**config.mk**
```make
export PLATFORM = sky130hd
export DESIGN_NAME = pipelined_control_unit
export DESIGN_NICKNAME = d
export VERILOG_FILES = /design/src/rtl/pipelined_control_unit.sv
export SDC_FILE = /design/constraint.sdc
export NUM_CORES = 1
export LEC_CHECK = 0
export ABC_AREA = 1
export BUFFER_PORTS_ARGS = -buffer_cell sky130_fd_sc_hd__buf_2
export CORE_ASPECT_RATIO = 1.4
export CORE_MARGIN = 2
export CORE_UTILIZATION = 30
export DETAILED_ROUTE_END_ITERATION = 10
export PLACE_DENSITY_LB_ADDON = 0.25
export SLEW_MARGIN = 0
export SYNTH_ARGS = -nofsm -noshare
export SYNTH_HDL_FRONTEND = slang
export SYNTH_SLANG_ARGS = --single-unit
```
**constraint.sdc**
```tcl
create_clock -name clk -period 1.8 [get_ports clk]
set_input_delay 0.09 -clock clk [delete_from_list [all_inputs] [get_ports clk]]
set_output_delay 0.09 -clock clk [all_outputs]
set_load 0.02 [all_outputs]
```
**src/rtl/pipelined_control_unit.sv**
```systemverilog
// RV32I decode into the control half of the ID/EX register, with load-use
// hazard detection, flush/hold handling and a saturating illegal-instruction count.
module pipelined_control_unit #(
  parameter int ALU_OP_WIDTH  = 4,
  parameter int ILL_CNT_WIDTH = 8
) (
  input  logic                     clk,
  input  logic                     rst,
  input  logic                     valid_i,
  input  logic [31:0]              instr_i,
  input  logic                     flush_i,
  input  logic                     hold_i,
  output logic                     stall_o,
  output logic                     ex_valid_o,
  output logic                     ex_reg_write_o,
  output logic [1:0]               ex_wb_sel_o,
  output logic                     ex_mem_read_o,
  output logic                     ex_mem_write_o,
  output logic                     ex_branch_o,
  output logic                     ex_jump_o,
  output logic                     ex_jalr_o,
  output logic                     ex_alu_src_o,
  output logic                     ex_alu_a_pc_o,
  output logic [ALU_OP_WIDTH-1:0]  ex_alu_op_o,
  output logic [2:0]               ex_funct3_o,
  output logic [4:0]               ex_rd_o,
  output logic [4:0]               ex_rs1_o,
  output logic [4:0]               ex_rs2_o,
  output logic                     ex_illegal_o,
  output logic [ILL_CNT_WIDTH-1:0] ill_count_o
);

  localparam logic [6:0] OP_REG    = 7'b0110011;
  localparam logic [6:0] OP_IMM    = 7'b0010011;
  localparam logic [6:0] OP_LOAD   = 7'b0000011;
  localparam logic [6:0] OP_STORE  = 7'b0100011;
  localparam logic [6:0] OP_BRANCH = 7'b1100011;
  localparam logic [6:0] OP_LUI    = 7'b0110111;
  localparam logic [6:0] OP_AUIPC  = 7'b0010111;
  localparam logic [6:0] OP_JAL    = 7'b1101111;
  localparam logic [6:0] OP_JALR   = 7'b1100111;

  localparam logic [3:0] ALU_ADD    = 4'd0;
  localparam logic [3:0] ALU_SUB    = 4'd1;
  localparam logic [3:0] ALU_AND    = 4'd2;
  localparam logic [3:0] ALU_OR     = 4'd3;
  localparam logic [3:0] ALU_XOR    = 4'd4;
  localparam logic [3:0] ALU_SLT    = 4'd5;
  localparam logic [3:0] ALU_SLTU   = 4'd6;
  localparam logic [3:0] ALU_SLL    = 4'd7;
  localparam logic [3:0] ALU_SRL    = 4'd8;
  localparam logic [3:0] ALU_SRA    = 4'd9;
  localparam logic [3:0] ALU_COPY_B = 4'd11;

  localparam logic [1:0] WB_ALU = 2'b00;
  localparam logic [1:0] WB_MEM = 2'b01;
  localparam logic [1:0] WB_PC4 = 2'b10;

  typedef struct packed {
    logic                    valid;
    logic                    reg_write;
    logic [1:0]              wb_sel;
    logic                    mem_read;
    logic                    mem_write;
    logic                    branch;
    logic                    jump;
    logic                    jalr;
    logic                    alu_src;
    logic                    alu_a_pc;
    logic [ALU_OP_WIDTH-1:0] alu_op;
    logic [2:0]              funct3;
    logic [4:0]              rd;
    logic [4:0]              rs1;
    logic [4:0]              rs2;
    logic                    illegal;
  } ex_bundle_t;

  function automatic logic [ALU_OP_WIDTH-1:0] alu(input logic [3:0] code);
    return ALU_OP_WIDTH'(code);
  endfunction

  ex_bundle_t               w_dec;
  ex_bundle_t               r_ex;
  logic [6:0]               w_opcode;
  logic [2:0]               w_funct3;
  logic [6:0]               w_funct7;
  logic                     w_rs1_used;
  logic                     w_rs2_used;
  logic                     w_load_use;
  logic [ILL_CNT_WIDTH-1:0] r_ill_count;

  assign w_opcode = instr_i[6:0];
  assign w_funct3 = instr_i[14:12];
  assign w_funct7 = instr_i[31:25];

  always_comb begin
    w_dec        = '0;
    w_rs1_used   = 1'b0;
    w_rs2_used   = 1'b0;
    w_dec.valid  = 1'b1;
    w_dec.funct3 = w_funct3;
    w_dec.rd     = instr_i[11:7];
    w_dec.rs1    = instr_i[19:15];
    w_dec.rs2    = instr_i[24:20];
    w_dec.alu_op = alu(ALU_ADD);
    case (w_opcode)
      OP_REG: begin
        w_dec.reg_write = 1'b1;
        w_rs1_used      = 1'b1;
        w_rs2_used      = 1'b1;
        if (w_funct7 == 7'b0000000) begin
          case (w_funct3)
            3'b000:  w_dec.alu_op = alu(ALU_ADD);
            3'b001:  w_dec.alu_op = alu(ALU_SLL);
            3'b010:  w_dec.alu_op = alu(ALU_SLT);
            3'b011:  w_dec.alu_op = alu(ALU_SLTU);
            3'b100:  w_dec.alu_op = alu(ALU_XOR);
            3'b101:  w_dec.alu_op = alu(ALU_SRL);
            3'b110:  w_dec.alu_op = alu(ALU_OR);
            default: w_dec.alu_op = alu(ALU_AND);
          endcase
        end else if (w_funct7 == 7'b0100000 && w_funct3 == 3'b000) begin
          w_dec.alu_op = alu(ALU_SUB);
        end else if (w_funct7 == 7'b0100000 && w_funct3 == 3'b101) begin
          w_dec.alu_op = alu(ALU_SRA);
        end else begin
          w_dec.illegal = 1'b1;
        end
      end
      OP_IMM: begin
        w_dec.reg_write = 1'b1;
        w_dec.alu_src   = 1'b1;
        w_rs1_used      = 1'b1;
        case (w_funct3)
          3'b000: w_dec.alu_op = alu(ALU_ADD);
          3'b001: begin
            w_dec.alu_op = alu(ALU_SLL);
            if (w_funct7 != 7'b0000000) w_dec.illegal = 1'b1;
          end
          3'b010: w_dec.alu_op = alu(ALU_SLT);
          3'b011: w_dec.alu_op = alu(ALU_SLTU);
          3'b100: w_dec.alu_op = alu(ALU_XOR);
          3'b101: begin
            w_dec.alu_op = instr_i[30] ? alu(ALU_SRA) : alu(ALU_SRL);
            if (w_funct7 != 7'b0000000 && w_funct7 != 7'b0100000) w_dec.illegal = 1'b1;
          end
          3'b110:  w_dec.alu_op = alu(ALU_OR);
          default: w_dec.alu_op = alu(ALU_AND);
        endcase
      end
      OP_LOAD: begin
        w_dec.reg_write = 1'b1;
        w_dec.alu_src   = 1'b1;
        w_dec.mem_read  = 1'b1;
        w_dec.wb_sel    = WB_MEM;
        w_rs1_used      = 1'b1;
        if (w_funct3 == 3'b011 || w_funct3[2:1] == 2'b11) w_dec.illegal = 1'b1;
      end
      OP_STORE: begin
        w_dec.alu_src   = 1'b1;
        w_dec.mem_write = 1'b1;
        w_rs1_used      = 1'b1;
        w_rs2_used      = 1'b1;
        if (w_funct3 >= 3'b011) w_dec.illegal = 1'b1;
      end
      OP_BRANCH: begin
        w_dec.branch = 1'b1;
        w_dec.alu_op = alu(ALU_SUB);
        w_rs1_used   = 1'b1;
        w_rs2_used   = 1'b1;
        if (w_funct3[2:1] == 2'b01) w_dec.illegal = 1'b1;
      end
      OP_LUI: begin
        w_dec.reg_write = 1'b1;
        w_dec.alu_src   = 1'b1;
        w_dec.alu_op    = alu(ALU_COPY_B);
      end
      OP_AUIPC: begin
        w_dec.reg_write = 1'b1;
        w_dec.alu_src   = 1'b1;
        w_dec.alu_a_pc  = 1'b1;
      end
      OP_JAL: begin
        w_dec.reg_write = 1'b1;
        w_dec.jump      = 1'b1;
        w_dec.wb_sel    = WB_PC4;
      end
      OP_JALR: begin
        w_dec.reg_write = 1'b1;
        w_dec.jump      = 1'b1;
        w_dec.jalr      = 1'b1;
        w_dec.alu_src   = 1'b1;
        w_dec.wb_sel    = WB_PC4;
        w_rs1_used      = 1'b1;
        if (w_funct3 != 3'b000) w_dec.illegal = 1'b1;
      end
      default: w_dec.illegal = 1'b1;
    endcase
    // An illegal word keeps its register fields for trap reporting but does nothing.
    if (w_dec.illegal) begin
      w_dec.reg_write = 1'b0;
      w_dec.wb_sel    = WB_ALU;
      w_dec.mem_read  = 1'b0;
      w_dec.mem_write = 1'b0;
      w_dec.branch    = 1'b0;
      w_dec.jump      = 1'b0;
      w_dec.jalr      = 1'b0;
      w_dec.alu_src   = 1'b0;
      w_dec.alu_a_pc  = 1'b0;
      w_dec.alu_op    = alu(ALU_ADD);
    end
  end

  assign w_load_use = valid_i & r_ex.valid & r_ex.mem_read & (r_ex.rd != 5'd0) &
                      ((w_rs1_used & (instr_i[19:15] == r_ex.rd)) |
                       (w_rs2_used & (instr_i[24:20] == r_ex.rd)));

  assign stall_o = ~rst & ~flush_i & (hold_i | w_load_use);

  always_ff @(posedge clk) begin
    if (rst) begin
      r_ex        <= '0;
      r_ill_count <= '0;
    end else if (flush_i) begin
      r_ex <= '0;
    end else if (hold_i) begin
      r_ex <= r_ex;
    end else if (w_load_use) begin
      r_ex <= '0;
    end else if (valid_i) begin
      r_ex <= w_dec;
      if (w_dec.illegal && (r_ill_count != '1))
        r_ill_count <= r_ill_count + ILL_CNT_WIDTH'(1);
    end else begin
      r_ex <= '0;
    end
  end

  assign ex_valid_o     = r_ex.valid;
  assign ex_reg_write_o = r_ex.reg_write;
  assign ex_wb_sel_o    = r_ex.wb_sel;
  assign ex_mem_read_o  = r_ex.mem_read;
  assign ex_mem_write_o = r_ex.mem_write;
  assign ex_branch_o    = r_ex.branch;
  assign ex_jump_o      = r_ex.jump;
  assign ex_jalr_o      = r_ex.jalr;
  assign ex_alu_src_o   = r_ex.alu_src;
  assign ex_alu_a_pc_o  = r_ex.alu_a_pc;
  assign ex_alu_op_o    = r_ex.alu_op;
  assign ex_funct3_o    = r_ex.funct3;
  assign ex_rd_o        = r_ex.rd;
  assign ex_rs1_o       = r_ex.rs1;
  assign ex_rs2_o       = r_ex.rs2;
  assign ex_illegal_o   = r_ex.illegal;
  assign ill_count_o    = r_ill_count;

endmodule

```
==> results of run 1 <==
-- worst max-delay path, delay by kind of cell, from the launching register on --
family / cells / cell delay [ns]
flip-flops: 1 / 0.38
AND/OR/NAND/NOR: 4 / 0.53
buffers and inverters: 1 / 0.16
AO/OA/AOI/OAI: 2 / 0.26
-- per-layer routing --
metal	global-route usage, %	part of all wire [%]	up-vias
li1	-	-	1311
met1	18.9	42	1133
met2	28.0	50	80
met3	2.81	5.3	17
met4	6.77	2.7	0
met5	0	0	-
-- sequential cells by signal (all words and copies together), names as in the netlist, 2 cells and up --
| register | cells |
|---|---|
| ex_funct3_o | 3 |
| ex_rs1_o | 5 |
| ex_wb_sel_o | 2 |
| ex_alu_op_o | 4 |
| ill_count_o | 8 |
| ex_rs2_o | 5 |
| ex_rd_o | 5 |
-- per-stage QoR --
stage | power, W | cell area [um2] | hold WS, ns | utilization, %
finish | 0.00193 | 3020 | 0.0518 | 39.2
global route | 0.00200 | 3020 | 0.0662 | 39.2
CTS | 0.00194 | 3000 | 0.0547 | 38.9
detailed placement | 0.00122 | 2870 | 0.370 | 37.2
global placement | 0.00122 | 2870 | 0.360 | 37.2
floorplan | 0.00111 | 2380 | 0.159 | -
-- power groups by stage --
stage / Combinational, W / Clock (W) / Sequential, W
6_report: 0.000271 / 0.000728 / 0.000928
4_1_cts: 0.000270 / 0.000740 / 0.000928
3_3_place_gp: 0.000267 / 0 / 0.000950
3_5_place_dp: 0.000268 / 0 / 0.000950
2_1_floorplan: 0.000148 / 0 / 0.000963
5_1_grt: 0.000303 / 0.000772 / 0.000930
-- cells by family (layout without fill, tap and decap cells) --
| group | Yosys count | in the layout | share of synthesized area, % |
|---|---|---|---|
| xor gates and xnor gates | 14 | 14 | 5.16 |
| DFF | 41 | 41 | 34.6 |
| adders and majority gates | 1 | 1 | 0.527 |
| AOI/OAI and AO/OA | 60 | 60 | 13.3 |
| buffers and inverters | 41 | 119 | 7.43 |
| and+or+nand+nor | 193 | 193 | 39.0 |
-- final cells by class --
| cell class | instances | area (um2) | area share (%) |
|---|---|---|---|
| clock inverters | 2 | 35.0 | 1.16 |
| inverters | 25 | 96.3 | 3.19 |
| well taps | 100 | 125 | 4.15 |
| multi-input cells | 268 | 1390 | 46.2 |
| clock buffers | 5 | 68.8 | 2.28 |
| flip-flops and latches | 41 | 828 | 27.5 |
| repair buffers | 87 | 470 | 15.6 |
-- cells in the final DEF, fill, tap and decap left out, types with 3 or more instances in the layout --
| master | n |
|---|---|
| nand2_2 | 4 |
| clkbuf_8 | 5 |
| nand3_1 | 22 |
| dfxtp_1 | 37 |
| inv_1 | 20 |
| nand4_1 | 22 |
| dfxtp_2 | 3 |
| nand2_1 | 88 |
| nor2_1 | 38 |
| xor2_1 | 8 |
| buf_2 | 78 |
| nor2_2 | 6 |
| buf_4 | 8 |
| xnor2_1 | 6 |
| a21oi_1 | 41 |
| o21ai_0 | 12 |
| inv_2 | 4 |
-- worst max-delay path by stage --
stage                               from        endpoint  slack (ns)  cells after the start
after global routing          ex_rd_o[3]  ill_count_o[7]     -0.0003                     10
after detailed placement  ill_count_o[0]  ill_count_o[0]        0.11                      7
after floorplan               ex_rd_o[1]         stall_o        0.09                      8
final                         ex_rd_o[1]         stall_o        0.11                      7
after global placement    ill_count_o[0]  ill_count_o[5]        0.08                      6
after CTS                     ex_rd_o[1]         stall_o       0.007                      7
-- synth_stat cells (2+ instances only) --
cell type  count  share of area [%]
inv_2          4               0.63
xor2_1         8                3.0
nand2_1       89                 14
nor2_8         2                1.7
nand2_4        2               0.95
inv_1         20                3.2
nor3_1         2               0.42
clkbuf_1      10                1.6
o21ai_0       12                2.5
dfxtp_1       41                 35
nor2_1        39                6.2
nand2_2        3               0.79
nor2_4         2               0.95
a21oi_1       43                9.1
nand3_1       22                4.6
nand3_2        2               0.84
buf_4          3               0.95
nor2_2         5                1.3
xnor2_1        6                2.2
nand4_1       22                5.8
-- what timing repair did --
item	CTS	global route
endpoints found under the setup margin	1	21
resized for setup	4	6
setup buffers	2	1
pin swaps	1	5
==> impl_metrics.yaml, run 1 <==
run_status:
  run_status: "completed"
place:
  pre_cts_slack_ns: 0.111
  detailedPlacementHpwl_mm: 5.20
  dpl.cell_count: 518
  port_buffers: 79
  global_placement_routability_congestion: 0.858
worst_hold_path:
  hold_path.class: "primary input to flip-flop"
  hold_sp: "instr_i[7]"
  min_path_cells: 3
  worst_hold_path.endpoint: "ex_rd_o[0]"
power_and_ir_drop:
  p_int_w: 0.00142
  static_leakage_power_nw: 1.44
  power_frac_seq_pct: 48.2
  combPwrFrac_pct: 14.0
  pwr_density_cell_mw_per_mm2: 639
  netSwitchingPower_w: 0.000510
  power.share.clock_pct: 37.8
  vdd_ir_drop_max_uv: 341
  power.share.switching_pct: 26.5
flow_run:
  cap_viol_max_count: 0
global_routing:
  number_of_global_route_vias_before_repair: 2419
  grt_antenna_before_repair: 0
  global_router_s_overall_resource_usage_pct: 15.9
  grt_pass1_wl_mm: 11.0
  total_overflow_reported_by_the_global_router: 0
  grt_max_degree: 34
sta:
  fin_tns_setup_ns: 0
  finalSetupViolCount: 0
  max_clock_freq_ghz: 0.590
  timing_hold_violations_final: 0
  final_min_period_over_clock_period_pct: 94.1
  fin_crit_ns: 1.69
  tightestPinTransition_ns: 0.482
  worst_clock_skew_ns: 0.0110
  layout_setup_ws_ns: 0.106
  slew-limit-headroom_pct: 67.8
  timing_max_transition_violations_final: 0
detailed_routing:
  drt_wl_total_mm: 6.77
  via_count_of_the_routed_design: 2541
  detail_route.drc_violations: 0
  first_pass_iters: 4
  drt_iter0_drc: 150
  postRouteAntennaNets: 0
  wire_per_inst_um: 12.8
  vias_per_cell: 4.81
worst_setup_path:
  timing.critical_path.mode_cell: "a21oi_2"
  r2r_setup_slack_ns: 0.14
  arrival_ns: 1.60
  worstPathMaxFanout: 7
  timing.setup.critical_path_class: "flip-flop to output port"
  critPathLaunchType: "flip-flop"
  worstPathRequired_ns: 1.71
  reg2reg_to: "ill_count_o[6]"
  max_stage_delay_ns: 0.38
  timing.rr.start: "ex_rd_o[3]"
  reg2reg_depth: 10
  cpMaxStageDelayCell: "dfxtp_4"
  cp_cell_sequence: "or2_4, a21oi_2, nand3_1, nand2_2, nand2_4, a21oi_2, buf_4"
  timing.critical_path.to_type: "output port"
die:
  chipHeight_um: 109
  core_area_mm2: 0.00770
  die_w_um: 79.2
  core.rowCount: 38
  design.die.area_mm2: 0.00865
  initial_utilization_pct: 30.8
  ios: 80
clocking:
  tritoncts.num_buffers: 5
  tritoncts: "done"
  clockRootBuffer: "clkbuf_8"
  clock_pin_slew_of_the_registers_on_the_worst_case_setup_and_hold_paths_ns: 0.08
  clock_tree.buffer_depth: 2
  worst_skew_pair.late_latency_ns: 0.30
  cts-hold-fix-buffers: 0
  clock_sinks: 41
  htree_levels: 2
logic_synthesis:
  post_syn_area_mm2: 0.00237
  count_of_flip_flops_with_a_built_in_enable_after_synthesis: 0
  postSynthRegisterBits: 41
  syn_area_per_cell_um2: 6.79
  syn-instance-count: 350
  postSynth.asyncResetShare_pct: 0
  synth_cell_type_count: 33
  ys_dominant_reg_cell: "dfxtp_1"
  ys.warnings.count: 0
  synth.yosys.seq_area_share_pct: 34.6
  mappedNetlistNets: 388
cells_and_area:
  areaGrowthSynthToFinish_pct: 27.0
  finalNonFillerCells: 528
  diodes: 0
  layout.nets: 466
  fill_cells: 872
  ratio_of_cells_with_drive_above_1_in_the_final_layout_pct: 29.7
(Power assumes the default switching activity.)
==> run 2, diff against run 1 <==
Settings changed: ABC_AREA 1 to default.
==> run 2 against run 1 <==
Against the previous run:
- the run now ends with setup timing left
- die area fell by 7.1%
- flip-flop and latch count did not move
- highest routed layer unchanged
- core utilization rose by 7.1 points
- critical endpoint unchanged
- critical path type unchanged
- via count fell by 9.7%
- worst setup slack got worse by 0.38 ns
- synthesized cell count fell by 26%
- largest cell class unchanged
==> impl_metrics.yaml, run 2 <==
detailed_routing:
  postRouteAntennaNets: 0
  drt_wl_total_mm: 6.09
  wire_per_inst_um: 12.6
  first_pass_iters: 4
  detail_route.drc_violations: 0
  drt_iter0_drc: 75
  via_count_of_the_routed_design: 2295
  vias_per_cell: 4.74
cells_and_area:
  areaGrowthSynthToFinish_pct: 47.8
  diodes: 0
  ratio_of_cells_with_drive_above_1_in_the_final_layout_pct: 45.2
  multi_input_gate_area_in_the_final_layout_mm2: 0.00132
  post-route-cell-area_mm2: 0.00325
  flip_flop_count_of_the_largest_register_all_copies_and_words_added: 8
  layout_common_cells: "buf_2, buf_4, nor2_1, dfxtp_1, nand2_1"
  fill_cells: 759
  layout.nets: 426
  final_common_cell: "buf_2"
  regArea_um2: 827
clocking:
  tritoncts: "done"
  clock_sinks: 41
  clock_pin_slew_of_the_registers_on_the_worst_case_setup_and_hold_paths_ns: 0.08
  clock_tree.buffer_depth: 2
  tritoncts.num_buffers: 5
  clockRootBuffer: "clkbuf_8"
  cts-hold-fix-buffers: 0
  htree_levels: 2
  worst_skew_pair.late_latency_ns: 0.30
worst_setup_path:
  max_stage_delay_ns: 0.34
  worstPathMaxFanout: 4
  timing.setup.critical_path_class: "flip-flop to output port"
  critPathLaunch: "ex_rd_o[1]"
  cpMaxStageDelayCell: "dfxtp_4"
  timing.critical_path.to_type: "output port"
  worstPathRequired_ns: 1.71
  arrival_ns: 1.98
  critPathLaunchType: "flip-flop"
  timing.critical_path.mode_cell: "buf_4"
  timing.rr.start: "ex_rd_o[1]"
  cp_cell_sequence: "buf_4, xor2_1, nor4_1, nand4_1, a21oi_2, a21oi_1, nor2_1, buf_4"
logic_synthesis:
  synth-simple-area-share_pct: 25.9
  synth_cell_type_count: 53
  synth_xor_area_share_pct: 5.98
  synth_largest_area_cell: "dfxtp_1"
  ys_dominant_reg_cell: "dfxtp_1"
  count_of_flip_flops_with_a_built_in_enable_after_synthesis: 0
  synth.top_cells.by_count: "dfxtp_1, nor2_1, nand2_1"
  most_common_cell_in_the_netlist: "dfxtp_1"
  syn-instance-count: 260
  mappedNetlistNets: 298
  syn_area_per_cell_um2: 8.46
  synth-compound-area-share_pct: 21.3
  main_combinational_cell_family_by_area_after_synthesis: "simple AND/OR/NAND/NOR gates"
  synth_largest_type_area_fraction_pct: 37.3
  postSynth.asyncResetShare_pct: 0
  ys.warnings.count: 0
  synth_fa_ha_area_share_pct: 1.08
  muxShareOfSynthArea_pct: 3.47
  synthTopCellsByArea: "dfxtp_1, nor2_1, a22oi_1, xor2_1, nand2_1"
  synth.yosys.seq_area_share_pct: 37.3
  postSynthRegisterBits: 41
  post_syn_area_mm2: 0.00220
global_routing:
  grt_pass1_wl_mm: 10.1
  total_overflow_reported_by_the_global_router: 0
  number_of_global_route_vias_before_repair: 2213
  grt_antenna_before_repair: 0
  grt_max_degree: 23
  global_router_s_overall_resource_usage_pct: 15.3
worst_hold_path:
  hold_sp: "instr_i[9]"
  hold_path.class: "primary input to flip-flop"
run_status:
  run_status: "complete, but fails checks"
  violations: "setup timing"
flow_run:
  cap_viol_max_count: 0
sta:
  fin_crit_ns: 2.07
  max_clock_freq_ghz: 0.482
  layout_setup_ws_ns: -0.275
  tightestPinTransition_ns: 0.478
  slew-limit-headroom_pct: 67.8
  finalSetupViolCount: 42
  worst_clock_skew_ns: 0.00680
  setup_repair_after_global_routing_missed_its_margin: "yes"
  final_min_period_over_clock_period_pct: 115
  timing_hold_violations_final: 0
  timing_max_transition_violations_final: 0
  fin_tns_setup_ns: -7.79
place:
  placed_area_mm2: 0.00307
  detailedPlacementHpwl_mm: 4.83
  port_buffers: 79
  global_placement_routability_congestion: 0.790
die:
  initial_utilization_pct: 31.3
  chipHeight_um: 105
  die_w_um: 76.3
  ios: 80
  design.die.area_mm2: 0.00804
  core.rowCount: 36
  core_area_mm2: 0.00703
power_and_ir_drop:
  pwr_density_cell_mw_per_mm2: 588
  vdd_ir_drop_max_uv: 360
  static_leakage_power_nw: 1.53
  power_w: 0.00191
[run 2: cell count changes in the layout (fill, tap and decap cells not counted), sizes merged, moves of 5 or more]
cell,delta
nand4,-14
inv,-23
o31ai,+5
nand2,-70
buf,+53
a22oi,+19
a21oi,-31
nand2b,+5
mux2,+5
nor2b,+8
nand3,-24
nor2,-9
[run 2: final timing paths]
kind	end	slack [ns]	depth (start not counted)
max	stall_o	-0.27	8
min	ex_rd_o[2]	0.02	3
max reg2reg	ill_count_o[7]	-0.27	7
min reg2reg	ex_reg_write_o	0.44	2
[run 2: kinds of logic after synthesis]
kind of cell / after synthesis
buffers and inverters: 21
AOI/OAI and AO/OA: 67
and+or+nand+nor: 107
adders and majority gates: 2
DFF: 41
xor gates and xnor gates: 15
muxes: 7
[run 2: timing repair]
action                     CTS  global route
setup buffers                1             2
pin swaps                    1             6
resized for setup            2            12
setup endpoints to repair   42            42
[run 2: through the flow]
step                      util, %  hold WS, ns  cells  setup WS (ns)
after floorplan                 -        0.233    260         -0.274
after global placement       43.6        0.326    474         -0.230
after detailed placement     43.6        0.332    474         -0.260
after CTS                    45.3       0.0142    482         -0.296
after global routing         46.2       0.0308    484         -0.422
final                        46.2       0.0164    484         -0.275
[run 2: power by group]
| group | internal, W | switching (W) |
|---|---|---|
| sequential | 0.000916 | 0.00000649 |
| combinational | 0.000170 | 0.000179 |
| clock | 0.000311 | 0.000328 |
| total | 0.00140 | 0.000513 |
[run 2: metal layers]
layer | GRT usage (%) | vias to the layer above | part of all wire, %
li1 | - | 1178 | -
met1 | 17.9 | 1065 | 43
met2 | 27.4 | 48 | 52
met3 | 3.00 | 4 | 4.2
met4 | 5.84 | 0 | 1.5
met5 | 0 | - | 0
[run 2: layout make-up]
cell class / count / share of cell area, %
clock inverter: 2 / 0.424
sequential: 41 / 25.5
tap: 95 / 3.66
clock buffer: 6 / 2.54
inverter: 2 / 0.231
multi-input combinational: 198 / 40.7
timing repair buffer: 140 / 27.0
[run 2: worst max-delay path: cells and delay by family (launching register included)]
family	cells	cell delay [ns]
XOR/XNOR	1	0.15
AND/OR/NAND/NOR	3	0.54
AO/OA/AOI/OAI	2	0.35
buffers and inverters	2	0.30
flip-flops	1	0.34
